$ cat config.mk
export PLATFORM = sky130hd
export DESIGN_NAME = mem_loader_flat
export DESIGN_NICKNAME = d
export VERILOG_FILES = /design/src/rtl/mem_loader_if.sv /design/src/rtl/mem_loader.sv /design/src/flat_wrapper.sv
export SDC_FILE = /design/constraint.sdc
export NUM_CORES = 1
export LEC_CHECK = 0
export ABC_AREA = 1
export ABC_CLOCK_PERIOD_IN_PS = 4200
export CAP_MARGIN = 20
export CORE_UTILIZATION = 40
export CTS_BUF_LIST = sky130_fd_sc_hd__clkbuf_4 sky130_fd_sc_hd__clkbuf_8 sky130_fd_sc_hd__clkbuf_16
export DETAILED_ROUTE_END_ITERATION = 8
export SLEW_MARGIN = 20
export SYNTH_ARGS = -nofsm -noshare
export SYNTH_HDL_FRONTEND = slang
export SYNTH_SLANG_ARGS = --single-unit
$ cat constraint.sdc
create_clock -name clk -period 4.2 [get_ports clk]
set_input_delay 0.42 -clock clk [delete_from_list [all_inputs] [get_ports clk]]
set_output_delay 0.42 -clock clk [all_outputs]
set_load 0.01 [all_outputs]
$ cat src/rtl/mem_loader_if.sv
// Byte-stream loader bus: load request, byte handshake and memory write port.
// The loader takes the slave modport; whoever feeds it takes the master modport.
interface mem_loader_if #(
  parameter int ADDR_W = 9,
  parameter int DATA_W = 32
);
  logic              start;
  logic [ADDR_W-1:0] base_addr;
  logic [ADDR_W:0]   word_count;
  logic [7:0]        in_byte;
  logic              in_valid;
  logic              in_ready;
  logic [ADDR_W-1:0] a;
  logic [DATA_W-1:0] d;
  logic              we;
  logic              busy;
  logic              done;

  modport master (
    output start, base_addr, word_count, in_byte, in_valid,
    input  in_ready, a, d, we, busy, done
  );

  modport slave (
    input  start, base_addr, word_count, in_byte, in_valid,
    output in_ready, a, d, we, busy, done
  );
endinterface

$ cat src/rtl/mem_loader.sv
// Packs a little-endian byte stream into 32-bit words and writes them to
// consecutive (wrapping) addresses of a 2^ADDR_W-word memory.
module mem_loader #(
  parameter int ADDR_W = 9,
  parameter int DATA_W = 32
) (
  input  logic         clk,
  input  logic         rst,
  mem_loader_if.slave  bus
);

  typedef enum logic [1:0] {
    S_IDLE  = 2'd0,
    S_RECV  = 2'd1,
    S_WRITE = 2'd2,
    S_DONE  = 2'd3
  } state_t;

  localparam logic [ADDR_W:0] MAX_WORDS = {1'b1, {ADDR_W{1'b0}}};
  localparam logic [ADDR_W:0] ONE_WORD  = {{ADDR_W{1'b0}}, 1'b1};

  state_t              r_state;
  logic [ADDR_W-1:0]   r_base;
  logic [ADDR_W:0]     r_count;
  logic [ADDR_W:0]     r_widx;
  logic [1:0]          r_bidx;
  logic [DATA_W-1:0]   r_word;
  logic [ADDR_W-1:0]   r_a;
  logic [DATA_W-1:0]   r_d;
  logic                r_we;
  logic                r_in_ready;
  logic                r_busy;
  logic                r_done;
  logic [ADDR_W:0]     w_count_clamped;

  assign w_count_clamped = (bus.word_count > MAX_WORDS) ? MAX_WORDS : bus.word_count;

  // All outputs are registered; each is set on the edge that enters the state it belongs to.
  always_ff @(posedge clk or posedge rst) begin
    if (rst) begin
      r_state    <= S_IDLE;
      r_base     <= '0;
      r_count    <= '0;
      r_widx     <= '0;
      r_bidx     <= '0;
      r_word     <= '0;
      r_a        <= '0;
      r_d        <= '0;
      r_we       <= 1'b0;
      r_in_ready <= 1'b0;
      r_busy     <= 1'b0;
      r_done     <= 1'b0;
    end else begin
      r_we   <= 1'b0;
      r_done <= 1'b0;
      case (r_state)
        S_IDLE: begin
          if (bus.start) begin
            r_base  <= bus.base_addr;
            r_count <= w_count_clamped;
            r_widx  <= '0;
            r_bidx  <= '0;
            r_busy  <= 1'b1;
            if (bus.word_count != '0) begin
              r_state    <= S_RECV;
              r_in_ready <= 1'b1;
            end else begin
              r_state <= S_DONE;
              r_done  <= 1'b1;
            end
          end
        end
        S_RECV: begin
          if (bus.in_valid) begin
            r_word[{r_bidx, 3'b000} +: 8] <= bus.in_byte;
            r_bidx <= r_bidx + 2'd1;
            // Last byte goes straight into d so the word is complete during WRITE.
            if (r_bidx == 2'd3) begin
              r_state    <= S_WRITE;
              r_in_ready <= 1'b0;
              r_we       <= 1'b1;
              r_a        <= r_base + r_widx[ADDR_W-1:0];
              r_d        <= {bus.in_byte, r_word[DATA_W-9:0]};
            end
          end
        end
        S_WRITE: begin
          if (r_widx == r_count - ONE_WORD) begin
            r_state <= S_DONE;
            r_done  <= 1'b1;
          end else begin
            r_widx     <= r_widx + ONE_WORD;
            r_state    <= S_RECV;
            r_in_ready <= 1'b1;
          end
        end
        S_DONE: begin
          r_state <= S_IDLE;
          r_busy  <= 1'b0;
        end
        default: begin
          r_state    <= S_IDLE;
          r_busy     <= 1'b0;
          r_in_ready <= 1'b0;
        end
      endcase
    end
  end

  assign bus.a        = r_a;
  assign bus.d        = r_d;
  assign bus.we       = r_we;
  assign bus.in_ready = r_in_ready;
  assign bus.busy     = r_busy;
  assign bus.done     = r_done;

endmodule

$ cat src/flat_wrapper.sv
// flat-port wrapper written by rule: the top's interface ports become plain ports
module mem_loader_flat 
#(
  parameter int ADDR_W = 9,
  parameter int DATA_W = 32
)
  (clk, rst, bus_start, bus_base_addr, bus_word_count, bus_in_byte, bus_in_valid, bus_in_ready, bus_a, bus_d, bus_we, bus_busy, bus_done);
  mem_loader_if #(.ADDR_W(ADDR_W), .DATA_W(DATA_W)) bus_i ();
  input  logic clk;
  input  logic rst;
  input wire logic [$bits(bus_i.start)-1:0] bus_start;
  input wire logic [$bits(bus_i.base_addr)-1:0] bus_base_addr;
  input wire logic [$bits(bus_i.word_count)-1:0] bus_word_count;
  input wire logic [$bits(bus_i.in_byte)-1:0] bus_in_byte;
  input wire logic [$bits(bus_i.in_valid)-1:0] bus_in_valid;
  output wire logic [$bits(bus_i.in_ready)-1:0] bus_in_ready;
  output wire logic [$bits(bus_i.a)-1:0] bus_a;
  output wire logic [$bits(bus_i.d)-1:0] bus_d;
  output wire logic [$bits(bus_i.we)-1:0] bus_we;
  output wire logic [$bits(bus_i.busy)-1:0] bus_busy;
  output wire logic [$bits(bus_i.done)-1:0] bus_done;
  assign bus_i.start = bus_start;
  assign bus_i.base_addr = bus_base_addr;
  assign bus_i.word_count = bus_word_count;
  assign bus_i.in_byte = bus_in_byte;
  assign bus_i.in_valid = bus_in_valid;
  assign bus_in_ready = bus_i.in_ready;
  assign bus_a = bus_i.a;
  assign bus_d = bus_i.d;
  assign bus_we = bus_i.we;
  assign bus_busy = bus_i.busy;
  assign bus_done = bus_i.done;
  mem_loader #(.ADDR_W(ADDR_W), .DATA_W(DATA_W)) u_core (.clk(clk), .rst(rst), .bus(bus_i));
endmodule
==> impl_results.md <==
* Vias per inst at ~4.8
* Final worst-path cycle share at 56.3%
* CTS Buf Count at 9
* Top-count cell post-synth: nand2_1
* CP Class: flop to flop
* Gate count of the mapped netlist at 604
* Synth area leader: dfrtp_1
* First-pass GRT wire length at roughly 19000 microns
* Wirelength per Cell at between 10 and 15 microns
* Fillers at approximately 1100
* Hold Fails Final Rpt at 0
* Skew-Pair Late Insertion Delay at roughly 0.36 ns
* Pwr dens at 649 mW/mm^2
* Dpl cell area at slightly below 0.006 sq mm
* Synth cell count leaders: nand2_1, dfrtp_1, inv_1
* Vias in the first global route at between 3000 and 4000
* FF-to-FF Start: u_core.r_bidx[0]$_DFFE_PP0P_
* Fmax achieved at around 0.42 GHz
* Setup Viol. Count Final at 0
* Final TNS setup at 0 ns
* Port Buffers at 75
* Die H at approximately 110 microns
* Slew @ Worst Pin at between 0.8 and 0.9 ns
* Post-CTS setup buffer count at 0
* Cell row count at 40
* VDD IR max at slightly above 0.0004 V
* Post-layout min period at 2.37 ns
* GRT Overall Usage at between 10% and 20%
* Multi-input gate area at around 0.002 sq mm
* Type of the worst min-delay path: flop to flop
* Initial DRC count at 220
* Top cell type's share of synthesized area at 51.4%
* Hold path cells at 2
* Area growth syn-to-layout at 24.1%
* Vias at between 4000 and 5000
* Worst hold start: u_core.bus.in_ready$_DFFE_PP0P_
* Cell variety after synth at 34
* Clk slew on worst S/H paths at 0.07 ns
* CP Launch Type: flop
* Yosys warns at 0
* Initial Util at slightly above 40%
* Area of the core at approximately 0.012 sq mm
* Post-synthesis average cell area at between 8 and 9 sq um
* GP Congestion at approximately 0.85
* Seq/Total Area, Yosys at around half
* Worst slew margin at around two fifths
* Inserted Diodes at 0
* Worst R2R Path Depth at 5
* Max Root-Sink Buffers at 2
* Placed insts at 830
* GRT Residual Overflow at 0
* Layout net count at between 700 and 800
* Synthesized area at 0.00497 sq mm
* Fin cells at 846
* Post-CTS Resized at 0
* Internal reg-to-reg setup slack at 1.83 ns
* Setup crit end kind: flop
* Final WL at roughly 11000 microns
* Asr flop ratio synth at 100%
* Register bit total from synthesis at 102
* Largest cells by area after synthesis: dfrtp_1, nand2_1, inv_1, nand3_1, o21ai_0
* Syn nets at between 600 and 700
* Root buffer cell: clkbuf_16
* Post-Layout Inst Area at roughly 0.0062 sq mm
* R2R Path End: u_core.bus.d[22]$_DFFE_PP0P_
* RSZ-0062 raised after global routing: false
* Critical path data arrival time at around 2.6 ns
* Synth Flop Type: dfrtp_1
* Worst-path fanout max at 74
* Max_cap viols at 0
* Clk_skew at about 0.012 ns
* IO Pins at between 70 and 80
* Final Max Slew Viols at 0
* Router iterations before antenna repair at 4
* Die width at ~110 microns
* DRC Markers at 0
* Die area at ~0.013 sq mm
* FF+latch area at about 0.0026 sq mm
* CTS tree: yes
* Final core occ at 51.1%
* Largest net degree at the start of global routing at 81
* Post-DP HPWL at 8050 microns
* Antenna Nets Post-Route at 0
* Initial antenna violation count at 0
* Number of synthesized flops with an enable pin at 0
* Layout cells sized above 1 at around 5.8%
* Hold endpoint: u_core.bus.in_ready$_DFFE_PP0P_
* # hold bufs at CTS at 0
* H-tree Lvls at 3
* Pleak at roughly 2.9 nW
* Clock Sinks at ~100
* Critical Path RT at 4.44 ns
* Outcome: finished clean
-- metal layers --
metal  up-vias  routed length (microns)  track usage [%]
met3        11                      468             5.05
met4         0                      114             5.61
met5         -                        0                0
met1      1856                     4930             22.7
li1       2076                        -                -
met2        90                     5450             32.3
-- power breakdown --
| part | switching [mW] | internal, mW | total, mW |
|---|---|---|---|
| logic | 0.903 | 0.675 | 1.58 |
| clock network | 0.388 | 0.481 | 0.869 |
| registers | 0.218 | 1.34 | 1.55 |
| total | 1.51 | 2.49 | 4.00 |
-- cell usage in the layout, fill, tap and decap left out, types with 3 or more instances in the layout --
cell type,count
clkdlybuf4s50_1,75
nand3_1,48
a31oi_1,3
nor2_2,7
nor4_1,3
o21ai_1,40
clkbuf_16,9
o21ai_0,46
inv_6,3
inv_1,74
inv_2,7
dfrtp_1,102
nand2_1,156
xnor2_1,5
nand4_1,7
ha_1,15
xor2_1,4
a21oi_1,9
nor2_1,38
-- cell type report --
type	instances	share of cell area, %
Inverter	83	5.16
Multi-Input combinational cell	400	32.6
Timing Repair Buffer	77	12.4
Clock buffer	10	3.78
Tap cell	168	3.41
Clock inverter	6	1.22
Sequential cell	102	41.4
-- critical path: stages (launching register included) --
cell and delay (ns):
dfrtp_1 0.47, ha_1 0.18, nand2_1 0.10, nor2_4 0.27
clkinv_2 0.74, o21ai_0 0.45
-- how the worst max path moves through the flow --
stage                                   end                         start  slack (ns)  cells after the start
2_1_floorplan   u_core.bus.a[0]$_DFFE_PP0P_                           rst        1.10                      1
3_5_place_dp   u_core.bus.d[16]$_DFFE_PP0P_                  bus_in_valid        1.89                      5
3_3_place_gp    u_core.bus.a[8]$_DFFE_PP0P_                  bus_in_valid        1.95                      5
5_1_grt        u_core.bus.d[22]$_DFFE_PP0P_  u_core.r_bidx[0]$_DFFE_PP0P_        1.50                      5
6_report       u_core.bus.d[22]$_DFFE_PP0P_  u_core.r_bidx[0]$_DFFE_PP0P_        1.83                      5
4_1_cts         u_core.bus.a[6]$_DFFE_PP0P_  u_core.r_widx[0]$_DFFE_PP0P_        1.93                     12
-- flip-flops by register name, indices dropped and copies added, names as in the netlist, 2 cells and up --
signal	flops
u_core.r_bidx	2
u_core.r_widx	10
u_core.bus.a	9
u_core.r_count	10
u_core.r_state	2
u_core.r_base	9
u_core.r_word	24
u_core.bus.d	32
-- cell families after synthesis --
family          count (synthesis)  share of synthesized area (%)
simple gates                  269                           23.5
compound gates                106                           11.2
buf+inv                       102                           8.11
flops                         102                           51.4
fa+ha+maj                      16                           4.18
xor+xnor                        9                           1.59
-- stage by stage --
step	power (mW)	setup slack (ns)	hold slack (ns)
after floorplan	2.55	1.10	0.453
after global placement	3.12	1.95	0.456
after detailed placement	3.16	1.89	0.468
after CTS	4.05	1.93	0.485
after global routing	4.34	1.50	0.503
final	4.00	1.83	0.480
No activity file was read; power rests on OpenSTA's default activity.
